## config.mk

```make
export PLATFORM = sky130hd
export DESIGN_NAME = cam_color_thr
export DESIGN_NICKNAME = d
export VERILOG_FILES = /design/src/rtl/cam_thr_pkg.sv /design/src/rtl/cam_thr_win.sv /design/src/rtl/cam_color_thr.sv
export SDC_FILE = /design/constraint.sdc
export NUM_CORES = 1
export LEC_CHECK = 0
export BUFFER_PORTS_ARGS = -buffer_cell sky130_fd_sc_hd__buf_4
export CAP_MARGIN = 15
export CELL_PAD_IN_SITES_DETAIL_PLACEMENT = 0
export CELL_PAD_IN_SITES_GLOBAL_PLACEMENT = 1
export CORE_ASPECT_RATIO = 0.6
export CORE_MARGIN = 4
export CORE_UTILIZATION = 51
export CTS_BUF_LIST = sky130_fd_sc_hd__clkbuf_4 sky130_fd_sc_hd__clkbuf_8
export DETAILED_ROUTE_END_ITERATION = 10
export GPL_ROUTABILITY_DRIVEN = 0
export GPL_TIMING_DRIVEN = 0
export PLACE_DENSITY = 0.8
export RECOVER_POWER = 100
export SLEW_MARGIN = 15
export SYNTH_ARGS = -nofsm -noshare
export SYNTH_HDL_FRONTEND = slang
export SYNTH_SLANG_ARGS = --single-unit
```

## constraint.sdc

```tcl
create_clock -name clk -period 2.8 [get_ports clk]
set_clock_uncertainty 0.2 [all_clocks]
set_input_delay 0.42 -clock clk [delete_from_list [all_inputs] [get_ports clk]]
set_output_delay 0.42 -clock clk [all_outputs]
set_load 0.03 [all_outputs]
```

## src/rtl/cam_thr_pkg.sv

```systemverilog
// Shared encodings for the colour-threshold block: config field selects,
// frame-counter FSM states and the window-index width helper.
package cam_thr_pkg;

    localparam logic [2:0] SEL_RMIN = 3'd0;
    localparam logic [2:0] SEL_RMAX = 3'd1;
    localparam logic [2:0] SEL_GMIN = 3'd2;
    localparam logic [2:0] SEL_GMAX = 3'd3;
    localparam logic [2:0] SEL_BMIN = 3'd4;
    localparam logic [2:0] SEL_BMAX = 3'd5;
    localparam logic [2:0] SEL_EN   = 3'd6;

    typedef enum logic {
        ST_WAIT = 1'b0,
        ST_RUN  = 1'b1
    } cnt_state_e;

    function automatic int idx_width(input int num_win);
        return (num_win > 1) ? $clog2(num_win) : 1;
    endfunction

endpackage

```

## src/rtl/cam_thr_win.sv

```systemverilog
// One colour window: pending/active bound registers and the inclusive
// per-channel range compare against the stage-1 pixel.
module cam_thr_win
    import cam_thr_pkg::*;
#(
    parameter int R_W = 5,
    parameter int G_W = 6,
    parameter int B_W = 5
) (
    input  logic           clk,
    input  logic           rst_n,
    input  logic           i_we,
    input  logic [2:0]     i_sel,
    input  logic [7:0]     i_data,
    input  logic           i_load,
    input  logic [R_W-1:0] i_r,
    input  logic [G_W-1:0] i_g,
    input  logic [B_W-1:0] i_b,
    output logic           o_match
);

    logic [R_W-1:0] r_p_rmin, r_p_rmax, r_a_rmin, r_a_rmax;
    logic [G_W-1:0] r_p_gmin, r_p_gmax, r_a_gmin, r_a_gmax;
    logic [B_W-1:0] r_p_bmin, r_p_bmax, r_a_bmin, r_a_bmax;
    logic           r_p_en, r_a_en;
    logic           w_unused_data;

    assign w_unused_data = &{1'b0, i_data};

    always_ff @(posedge clk or negedge rst_n) begin
        if (!rst_n) begin
            r_p_rmin <= '0;
            r_p_rmax <= '1;
            r_p_gmin <= '0;
            r_p_gmax <= '1;
            r_p_bmin <= '0;
            r_p_bmax <= '1;
            r_p_en   <= 1'b0;
        end else if (i_we) begin
            case (i_sel)
                SEL_RMIN: r_p_rmin <= i_data[R_W-1:0];
                SEL_RMAX: r_p_rmax <= i_data[R_W-1:0];
                SEL_GMIN: r_p_gmin <= i_data[G_W-1:0];
                SEL_GMAX: r_p_gmax <= i_data[G_W-1:0];
                SEL_BMIN: r_p_bmin <= i_data[B_W-1:0];
                SEL_BMAX: r_p_bmax <= i_data[B_W-1:0];
                SEL_EN:   r_p_en   <= i_data[0];
                default:  ;
            endcase
        end
    end

    // The load samples pending before any coincident write lands in it.
    always_ff @(posedge clk or negedge rst_n) begin
        if (!rst_n) begin
            r_a_rmin <= '0;
            r_a_rmax <= '1;
            r_a_gmin <= '0;
            r_a_gmax <= '1;
            r_a_bmin <= '0;
            r_a_bmax <= '1;
            r_a_en   <= 1'b0;
        end else if (i_load) begin
            r_a_rmin <= r_p_rmin;
            r_a_rmax <= r_p_rmax;
            r_a_gmin <= r_p_gmin;
            r_a_gmax <= r_p_gmax;
            r_a_bmin <= r_p_bmin;
            r_a_bmax <= r_p_bmax;
            r_a_en   <= r_p_en;
        end
    end

    assign o_match = r_a_en
                   && (i_r >= r_a_rmin) && (i_r <= r_a_rmax)
                   && (i_g >= r_a_gmin) && (i_g <= r_a_gmax)
                   && (i_b >= r_a_bmin) && (i_b <= r_a_bmax);

endmodule

```

## src/rtl/cam_color_thr.sv

```systemverilog
// Multi-window RGB threshold with 2-cycle aligned outputs and per-frame
// hit counters published on each thr_vs rising edge.
//   state   | meaning
//   ST_WAIT | after reset; first thr_vs edge only clears the counters
//   ST_RUN  | each thr_vs edge publishes counts, pulses cnt_valid, clears
module cam_color_thr
    import cam_thr_pkg::*;
#(
    parameter int R_W     = 5,
    parameter int G_W     = 6,
    parameter int B_W     = 5,
    parameter int NUM_WIN = 2,
    parameter int CNT_W   = 20
) (
    input  logic                     clk,
    input  logic                     rst_n,
    input  logic [R_W+G_W+B_W-1:0]   in_data,
    input  logic                     in_de,
    input  logic                     in_hs,
    input  logic                     in_vs,
    input  logic                     cfg_we,
    input  logic [1:0]               cfg_win,
    input  logic [2:0]               cfg_sel,
    input  logic [7:0]               cfg_data,
    output logic                     thr_data,
    output logic [1:0]               thr_idx,
    output logic                     thr_de,
    output logic                     thr_hs,
    output logic                     thr_vs,
    output logic [NUM_WIN*CNT_W-1:0] cnt_data,
    output logic                     cnt_valid
);

    localparam int PIX_W = R_W + G_W + B_W;
    localparam int IDX_W = idx_width(NUM_WIN);

    logic               r_vs_prev;
    logic               w_vs_rise;
    logic [PIX_W-1:0]   r_pix;
    logic               r_de1, r_hs1, r_vs1;
    logic [NUM_WIN-1:0] w_match;
    logic [NUM_WIN-1:0] r_hit;
    logic [IDX_W-1:0]   w_idx;

    cnt_state_e         r_state, w_state_nxt;
    logic               r_tvs_prev;
    logic               w_tvs_rise;
    logic               w_clr, w_pub;
    logic [CNT_W-1:0]   r_cnt [NUM_WIN];

    assign w_vs_rise = in_vs && !r_vs_prev;

    always_ff @(posedge clk or negedge rst_n) begin
        if (!rst_n) begin
            r_vs_prev <= 1'b0;
            r_pix     <= '0;
            r_de1     <= 1'b0;
            r_hs1     <= 1'b0;
            r_vs1     <= 1'b0;
        end else begin
            r_vs_prev <= in_vs;
            r_pix     <= in_data;
            r_de1     <= in_de;
            r_hs1     <= in_hs;
            r_vs1     <= in_vs;
        end
    end

    for (genvar g = 0; g < NUM_WIN; g++) begin : g_win
        cam_thr_win #(
            .R_W (R_W),
            .G_W (G_W),
            .B_W (B_W)
        ) u_win (
            .clk     (clk),
            .rst_n   (rst_n),
            .i_we    (cfg_we && (cfg_win == 2'(g))),
            .i_sel   (cfg_sel),
            .i_data  (cfg_data),
            .i_load  (w_vs_rise),
            .i_r     (r_pix[PIX_W-1 -: R_W]),
            .i_g     (r_pix[B_W +: G_W]),
            .i_b     (r_pix[B_W-1:0]),
            .o_match (w_match[g])
        );
    end

    always_comb begin
        w_idx = '0;
        for (int i = NUM_WIN - 1; i >= 0; i--) begin
            if (w_match[i]) w_idx = IDX_W'(i);
        end
    end

    always_ff @(posedge clk or negedge rst_n) begin
        if (!rst_n) begin
            thr_data <= 1'b0;
            thr_idx  <= 2'd0;
            thr_de   <= 1'b0;
            thr_hs   <= 1'b0;
            thr_vs   <= 1'b0;
            r_hit    <= '0;
        end else begin
            thr_data <= r_de1 && (|w_match);
            thr_idx  <= r_de1 ? 2'(w_idx) : 2'd0;
            thr_de   <= r_de1;
            thr_hs   <= r_hs1;
            thr_vs   <= r_vs1;
            r_hit    <= r_de1 ? w_match : '0;
        end
    end

    assign w_tvs_rise = thr_vs && !r_tvs_prev;

    always_ff @(posedge clk or negedge rst_n) begin
        if (!rst_n) r_state <= ST_WAIT;
        else        r_state <= w_state_nxt;
    end

    always_comb begin
        w_state_nxt = r_state;
        w_clr       = 1'b0;
        w_pub       = 1'b0;
        case (r_state)
            ST_WAIT: begin
                if (w_tvs_rise) begin
                    w_clr       = 1'b1;
                    w_state_nxt = ST_RUN;
                end
            end
            ST_RUN: begin
                if (w_tvs_rise) begin
                    w_clr = 1'b1;
                    w_pub = 1'b1;
                end
            end
            default: w_state_nxt = ST_WAIT;
        endcase
    end

    // A hit on the edge cycle seeds the new frame's count instead of the old one.
    always_ff @(posedge clk or negedge rst_n) begin
        if (!rst_n) begin
            r_tvs_prev <= 1'b0;
            cnt_valid  <= 1'b0;
            cnt_data   <= '0;
            for (int i = 0; i < NUM_WIN; i++) r_cnt[i] <= '0;
        end else begin
            r_tvs_prev <= thr_vs;
            cnt_valid  <= w_pub;
            for (int i = 0; i < NUM_WIN; i++) begin
                if (w_pub) cnt_data[i*CNT_W +: CNT_W] <= r_cnt[i];
                if (w_clr)
                    r_cnt[i] <= CNT_W'(r_hit[i]);
                else if (r_hit[i] && (r_cnt[i] != '1))
                    r_cnt[i] <= r_cnt[i] + CNT_W'(1);
            end
        end
    end

endmodule
```

Yosys cells after proc, flatten, opt, wreduce, memory -nomap -nowiden
Index checks and enable logic that the tools add are counted.
Cells by class
  bitwise operators: 0
  multiplexer cells: 11
  $mul: 0
  shifts and indexed selects: 0
  eq/ne operators: 9
  order comparisons: 12
  add/sub/neg operators: 2
  div/mod/pow operators: 0
  reductions and logical operators: 40
Operator list (number)
  2-to-1 mux 20 bit: 4
  adder 20 x 1 -> 20 bit (second input constant): 2
  inequality test 20 bit (second input constant): 2
  AND reduction 2 bit: 14
  >= comparator 5 bit: 4
  <= comparator 5 bit: 4
  logical AND 1 bit: 19
  >= comparator 6 bit: 2
  <= comparator 6 bit: 2
  equality test 3 bit (second input constant): 3
  equality test 3 x 2 -> 1 bit (second input constant): 2
  2-to-1 mux 1 bit: 6
  nonzero test 2 bit: 2
  equality test 3 x 1 -> 1 bit (second input constant): 1
  logical NOT 3 bit: 1
  equality test 2 x 1 -> 1 bit (second input constant): 1
  logical NOT 1 bit: 2
  logical NOT 2 bit: 1
  2-to-1 mux 2 bit: 1
  OR reduction 2 bit: 1
Storage, ports and cells
  memories kept: 0
  word-level logic and storage cells: 118
  memory bits (writable): 0
  memory bits (read-only): 0
  bits in registers: 241
  bits of input ports: 35
  output and inout port bits: 47
  bits in latches: 0

Longest topological paths before layout
Gate-level depths: netlist of run 1.
  word-level depth: 10
  mapped depth: 8
  mapped depth without buffers: 8

Modules after synthesis
Synthesis of run 1 repeated with hierarchy kept, for this count alone.
Second synthesis, totals
  cells, all modules: 939
  area total of the unflattened synthesis: 11056.9 um2
By module, submodules not included
  cam_thr_win: seq. area each 1691.6 um2, times used 2, cells each 282, area an instance 3261.9 um2
  cam_color_thr: seq. area each 2727.6 um2, times used 1, cells each 375, area an instance 4533.1 um2

Least setup slack after synthesis of run 1
Ideal clock, no wire load.
  path type: reg-to-reg
  start: reg g_win[0].u_win.r_a_gmax[4]
  end: reg thr_data
  setup slack: 0.660 ns
  arrival: 1.875 ns
  stages on the path, launching flop included: 9
  cell sequence: dfstp_2 -> inv_1 -> ha_1 -> a21oi_1 -> a21boi_1 -> o32ai_1 -> o311ai_1 -> nor4b_1 -> or2_1
Between the ends
  cells in the longest elaborated chain, start to end: 6
RTL lines
  from (decl): line cam_thr_win.sv:23  | logic [G_W-1:0] r_p_gmin, r_p_gmax, r_a_gmin, r_a_gmax;
  from (signal assigned): line cam_thr_win.sv:67  | r_a_gmax <= r_p_gmax;
  <= comparator 6 bit: line cam_thr_win.sv:76  | && (i_g >= r_a_gmin) && (i_g <= r_a_gmax)
  logical AND 1 bit: line cam_thr_win.sv:76
  logical AND 1 bit (2 in a row): line cam_thr_win.sv:77  | && (i_b >= r_a_bmin) && (i_b <= r_a_bmax);
  OR reduction 2 bit: line cam_color_thr.sv:104  | thr_data <= r_de1 && (|w_match);
  logical AND 1 bit: line cam_color_thr.sv:104
  to (signal assigned): line cam_color_thr.sv:104
  to (decl): line cam_color_thr.sv:25  | output logic thr_data,
No other way between the ends.
A chain may end at the register's enable or synchronous reset.

Worst setup path in the final report of run 1
Ends and elaborated chain as after synthesis.

==> results.txt, run 1 <==
XOR/XNOR Fraction of Synth Area: 2.35%
Setup CP Type: reg2reg
endpoints failing setup: 0
Peak Freq: 386 MHz
Tightest Hold Check Type: in2reg
post-route cell area: 0.0126 mm^2
root buffer cell: clkbuf_8
# rows: 40
critical path arrival: 2.83 ns
Synth Instances: 917
final net count: 1,163
vias in the first global route: 7,064
synth warn: 0
largest family of logic cells by synthesized area: multiplexers
Crit. End Element: flop
Die X: 196 um
Sw Share: 25.3%
cell taking the most area after synthesis: dfrtp_1
DR vias: 7,159
initial antenna violation count: 0
met2 usage: 26.8%
power share of the combinational group: 13.8%
area of the die: 0.0236 mm^2
Worst Tran Pin Value: 0.899 ns
TritonCTS Buffers: 37
num ports: 82
initial DRC count: 458
Internal: 6310 uW
top post-synthesis cells by area: dfrtp_1 (41%), dfstp_2 (16%), mux2_2 (12%)
GRT Total Usage: 20.9%
PwrDens: 670 mW/mm^2
Clock Sinks: 241
number of flops mapped to enable cells by yosys: 0
Pleak: 0.00574 uW
post-route ant nets: 0
antenna cell count: 0
Pins Over Slew Limit: 0
placed instance area: 0.0118 mm^2
sequential share of power: 49.9%
syn nets: 1,018
simple-gate share of the synthesized area: 10.7%
Synth Register Bits: 241
TritonRoute pass-1 iters: 5
Crit Path Max Fanout: 3
htree depth: 2
Avg WL per Cell: 17.7 um
fin crit share: 92.5%
RSZ-0062 raised after global routing: false
P_sw: 2130 uW
Distinct cells, synth: 51
Clock Latency Late Sink: 0.52 ns
Final Non-Filler Cells: 1,360
status: completed
commonest non-fill, non-tap cell in the layout: dfrtp_1
gr ovfl total: 0
GR Util met1: 35.7%
Clk pin slew, worst setup/hold paths: 0.06 ns
core area: 0.0204 mm^2
drc violations: 0
min Tclk post-route: 2.59 ns
first-pass GRT wire length: 38,900 um
Cell Area, Synth: 0.0108 mm^2
most used routing layer: met1
mux cell area share after synthesis: 12.4%
CP required: 3.04 ns
placed cells: 1,270
Die Span Y: 121 um
max_cap viols: 0
area growth from synthesis to layout: 16.8%
adder-cell share of the synthesized area: 7.66%
Async S/R FF share, synth: 100%
Vias per Instance: 5.26
Mean Syn Cell Area: 11.8 um^2
sequential area share after synthesis: 56.7%
PortBufs: 78
deepest clock path buffer count: 3
Initial Util: 53.0%
largest net degree at the start of global routing: 105
Primary FF master, synth: dfrtp_1
Setup Fix Bufs, Post-CTS: 0
Slew headroom: 40.1%
clock share of power: 36.2%
post-DP HPWL: 17,000 um
met3 global-route usage: 3.98%
final wirelength: 24,000 um
CP startpoint kind: flop
CTS tree: built
commonest cells after routing, fill and taps aside: dfrtp_1 (177), mux2_2 (118), nand2_1 (88), clkbuf_1 (80)
complex-gate fraction of the synthesized area: 6.67%
fraction of layout cells with a size suffix above 1: 26.1%
Max VDD drop: 0.416 mV
total power: 8440 uW
Final Hold Viols: 0
share of the synthesized area in the top cell type: 41.1%
==> cells by family (layout without fill, tap and decap cells) <==
logic type,after synthesis,in the layout
buffers and inverters,98,268
flip-flops,241,241
XOR/XNOR,29,29
AND/OR/NAND/NOR,243,243
multiplexers,119,119
AO/OA/AOI/OAI,120,120
other,1,1
adder cells (fa/ha/maj),66,66
==> layout make-up <==
class	instances	area (um^2)
Buffer	32	129
Multi-Input combinational cell	578	4280
Timing Repair Buffer	106	717
Fill cell	1719	7770
Tap cell	273	342
Sequential cell	241	6110
Clock inverter	3	40.0
Clock buffer	61	733
Inverter	66	248
==> Yosys cell counts, types with 2 or more instances <==
master and number:
dfrtp_1 177, mux2_2 118, nand2_1 88, ha_1 66, inv_1 66, o21ai_0 66, dfstp_2 64, nor2_1 51
nand3_1 32, clkbuf_1 28, a21oi_1 25, xor2_1 18, nand4_1 17, and3_1 12, nand2b_1 11, xnor2_1 11
nor2b_1 8, nor3_1 7, a21o_1 5, and4_1 4, a211oi_1 3, o211ai_1 3, a2111oi_4 2, a31oi_1 2
buf_4 2, nor4_1 2, o2111ai_1 2, o22ai_1 2, o311ai_1 2, or3_1 2
==> per-layer routing <==
metal  routed length, um  share of wire (%)  vias up
met1               13400                 56     3537
met4                 343                1.4        0
met3                1140                4.8       30
met5                   0                  0        -
met2                9110                 38      134
li1                    -                  -     3458
==> flip-flops by register name (all words and copies together), names as in the netlist, 2 cells and up <==
register / cells
g_win.u_win.r_p_rmin: 10
g_win.u_win.r_a_gmin: 12
g_win.u_win.r_a_bmin: 10
g_win.u_win.r_p_bmax: 10
r_hit: 2
g_win.u_win.r_p_en: 2
g_win.u_win.r_a_bmax: 10
g_win.u_win.r_p_gmin: 12
g_win.u_win.r_p_rmax: 10
g_win.u_win.r_p_bmin: 10
g_win.u_win.r_p_gmax: 12
g_win.u_win.r_a_en: 2
r_cnt: 40
cnt_data: 40
r_pix: 16
g_win.u_win.r_a_gmax: 12
g_win.u_win.r_a_rmin: 10
g_win.u_win.r_a_rmax: 10
==> worst max-delay path: stages (launching register included) <==
cell	delay [ns]
dfstp_2	0.51
inv_1	0.04
ha_1	0.32
a21oi_1	0.13
a21boi_0	0.10
o32ai_1	0.32
o311ai_1	0.32
nor4b_2	0.42
or2_1	0.16
==> stage by stage <==
| stage | TNS (ns) | utilization, % | hold slack, ns | setup WS (ns) |
|---|---|---|---|---|
| after floorplan | 0 | - | -0.0756 | 0.660 |
| after global routing | 0 | 61.8 | 0.0891 | 0.0597 |
| after CTS | 0 | 62.9 | 0.0740 | 0.000945 |
| after global placement | -136.35 | 57.5 | 0.134 | -0.798 |
| after detailed placement | -0.403 | 57.8 | 0.150 | -0.206 |
| final | 0 | 61.8 | 0.101 | 0.210 |
==> power by group through the flow <==
stage,Combinational (uW),Sequential (uW),Clock [uW]
after floorplan,786,4220,0
after global placement,1090,4260,0
after detailed placement,1140,4270,0
after CTS,1190,4210,3140
after global routing,1350,4260,3310
final,1170,4210,3060
==> final timing paths <==
| path | start | endpoint | slack (ns) | depth (start not counted) |
|---|---|---|---|---|
| setup / recovery | g_win[0].u_win.r_a_gmax[4] | thr_data | 0.21 | 8 |
| hold / removal | cfg_sel[2] | g_win[1].u_win.r_p_en | 0.10 | 3 |
| setup reg to reg | g_win[0].u_win.r_a_gmax[4] | thr_data | 0.21 | 8 |
| hold reg to reg | r_hs1 | thr_hs | 0.16 | 0 |
| max in group asynchronous | rst_n | g_win[1].u_win.r_p_bmax[4] | 0.89 | 4 |
| min in group asynchronous | rst_n | r_hs1 | 0.22 | 2 |
==> repair_timing <==
item	4_1_cts	5_1_grt
hold buffers	26	0
setup endpoints to repair	3	11
gates cloned	0	0
gates resized for setup	1	6
endpoints found under the hold margin	98	0
Power figures use the tool's default switching activity.
==> run 2, diff against run 1 <==
--- a/config.mk
+++ b/config.mk
@@ -11,12 +11,12 @@
 export CELL_PAD_IN_SITES_GLOBAL_PLACEMENT = 1
 export CORE_ASPECT_RATIO = 0.6
 export CORE_MARGIN = 4
-export CORE_UTILIZATION = 51
+export CORE_UTILIZATION = 54
 export CTS_BUF_LIST = sky130_fd_sc_hd__clkbuf_4 sky130_fd_sc_hd__clkbuf_8
 export DETAILED_ROUTE_END_ITERATION = 10
 export GPL_ROUTABILITY_DRIVEN = 0
 export GPL_TIMING_DRIVEN = 0
-export PLACE_DENSITY = 0.8
+export PLACE_DENSITY = 0.84
 export RECOVER_POWER = 100
 export SLEW_MARGIN = 15
 export SYNTH_ARGS = -nofsm -noshare
==> constraint.sdc (replaced) <==
create_clock -name clk -period 3.1 [get_ports clk]
set_clock_uncertainty 0.2 [all_clocks]
set_input_delay 0.465 -clock clk [delete_from_list [all_inputs] [get_ports clk]]
set_output_delay 0.465 -clock clk [all_outputs]
set_load 0.03 [all_outputs]
==> results.txt, run 2 (synthesized netlist as in run 1, its figures left out) <==
status: completed
area of the die: 0.0224 mm^2 (-5.3%)
min Tclk post-route: 2.92 ns (+0.326 ns)
Pleak: 0.00573 uW (-0.14%)
drc violations: 0 (unchanged)
Max VDD drop: 0.596 mV (+43%)
# rows: 39 (-2.5%)
PortBufs: 78 (unchanged)
final wirelength: 23,600 um (-1.7%)
Pins Over Slew Limit: 0 (unchanged)
DR vias: 7,102 (-0.80%)
vias in the first global route: 7,278 (+3.0%)
Setup CP Type: reg2reg
commonest non-fill, non-tap cell in the layout: dfrtp_1
critical path arrival: 3.16 ns (+0.33 ns)
initial DRC count: 431 (-5.9%)
largest registers: cnt_data: 40 flops, r_cnt: 40 flops, r_pix: 16 flops
fin crit share: 94.1% (+1.6 points)
Die X: 190 um (-2.7%)
Slew headroom: 13.1% (-27 points)
hold slack final: 0.0518 ns (-0.0489 ns)
final net count: 1,161 (-0.17%)
deepest clock path buffer count: 3 (unchanged)
post-route ant nets: 0 (unchanged)
PwrDens: 608 mW/mm^2 (-9.2%)
Crit Path Max Fanout: 4 (+1)
GRT Total Usage: 22.1% (+1.2 points)
TritonCTS Buffers: 37 (unchanged)
area growth from synthesis to layout: 16.2%
RSZ-0062 raised after global routing: false
first-pass GRT wire length: 39,500 um (+1.5%)
Die Span Y: 117 um (-2.6%)
Tightest Hold Check Type: in2reg
Initial Util: 55.8% (+2.9 points)
core area: 0.0193 mm^2 (-5.1%)
gr ovfl total: 0 (unchanged)
fraction of layout cells with a size suffix above 1: 26.0% (-0.16 points)
Clock Latency Late Sink: 0.52 ns (about the same)
CP required: 3.35 ns (+0.31 ns)
htree depth: 2 (unchanged)
max_cap viols: 0 (unchanged)
CP startpoint kind: flop
root buffer cell: clkbuf_8
Setup Fix Bufs, Post-CTS: 0 (unchanged)
num ports: 82 (unchanged)
antenna cell count: 0 (unchanged)
Crit. End Element: flop
Clock Sinks: 241 (unchanged)
post-DP HPWL: 16,600 um (-2.5%)
Util after Layout: 64.9% (+3.0 points)
commonest cells after routing, fill and taps aside: dfrtp_1 (177), mux2_2 (118), nand2_1 (88), clkbuf_1 (79)
Worst Tran Pin Value: 1.30 ns (+0.405 ns)
Final Hold Viols: 0 (unchanged)
endpoints failing setup: 0 (unchanged)
initial antenna violation count: 0 (unchanged)
Clk pin slew, worst setup/hold paths: 0.06 ns (about the same)
Peak Freq: 343 MHz (-11%)
Setup TNS: 0 ns (unchanged)
CTS tree: built
Avg WL per Cell: 17.5 um (-1.1%)
Vias per Instance: 5.25 (-0.21%)
largest net degree at the start of global routing: 105 (unchanged)
TritonRoute pass-1 iters: 5 (unchanged)
-- run 2: area by class of cell --
| class | instances | area (um^2) |
|---|---|---|
| fillers | 1594 | 6790 |
| flip-flops and latches | 241 | 6110 |
| multi-input cells | 578 | 4260 |
| clock buffers | 63 | 748 |
| repair buffers | 104 | 674 |
| well taps | 266 | 333 |
| inverters | 66 | 248 |
| plain buffers | 32 | 129 |
| clock inverters | 2 | 35.0 |
-- run 2: where the power goes --
part           leakage, uW  internal [uW]  switching, uW
clock network     0.000422           1590           1190
registers          0.00301           3640            167
logic              0.00230            482            551
-- run 2: worst max-delay path, stage by stage, from the launching register on --
cell	delay (ns)
dfrtp_1	0.45
ha_1	0.33
o2111ai_1	0.10
o21ai_0	0.52
nand4b_1	0.18
nor4_1	0.82
o31a_1	0.25
-- run 2: worst paths after layout --
check / startpoint / end / slack (ns) / cells past startpoint
max: r_pix[9] / thr_idx[0] / 0.18 / 6
min: cfg_data[4] / g_win[0].u_win.r_p_gmax[4] / 0.05 / 2
max reg2reg: r_pix[9] / thr_idx[0] / 0.18 / 6
min reg2reg: r_hs1 / thr_hs / 0.15 / 0
max in group asynchronous: rst_n / r_cnt[5] / 0.53 / 3
min in group asynchronous: rst_n / g_win[0].u_win.r_a_gmin[4] / 0.60 / 2
-- run 2: routing by layer --
layer	part of all wire, %	GRT usage, %	vias up	routed length [um]
met2	40	29.9	125	9390
li1	-	-	3450	-
met4	0.84	4.04	0	199
met3	6.9	4.86	20	1640
met5	0	0	-	0
met1	53	36.5	3507	12400
-- run 2: repair_timing --
item | in CTS | in global routing
endpoints found under the hold margin | 78 | 0
resized for setup | 0 | 0
hold buffers | 24 | 0
-- run 2: per-stage QoR --
| step | cell area (um^2) | instances | total power (uW) | worst slack [ns] |
|---|---|---|---|---|
| global route | 12500 | 1352 | 8090 | 0.00649 |
| floorplan | 10800 | 917 | 4520 | 0.960 |
| finish | 12500 | 1352 | 7620 | 0.183 |
| CTS | 12800 | 1352 | 7740 | 0.133 |
| global placement | 11700 | 1261 | 4830 | -0.493 |
| detailed placement | 11800 | 1263 | 4890 | 0.0917 |
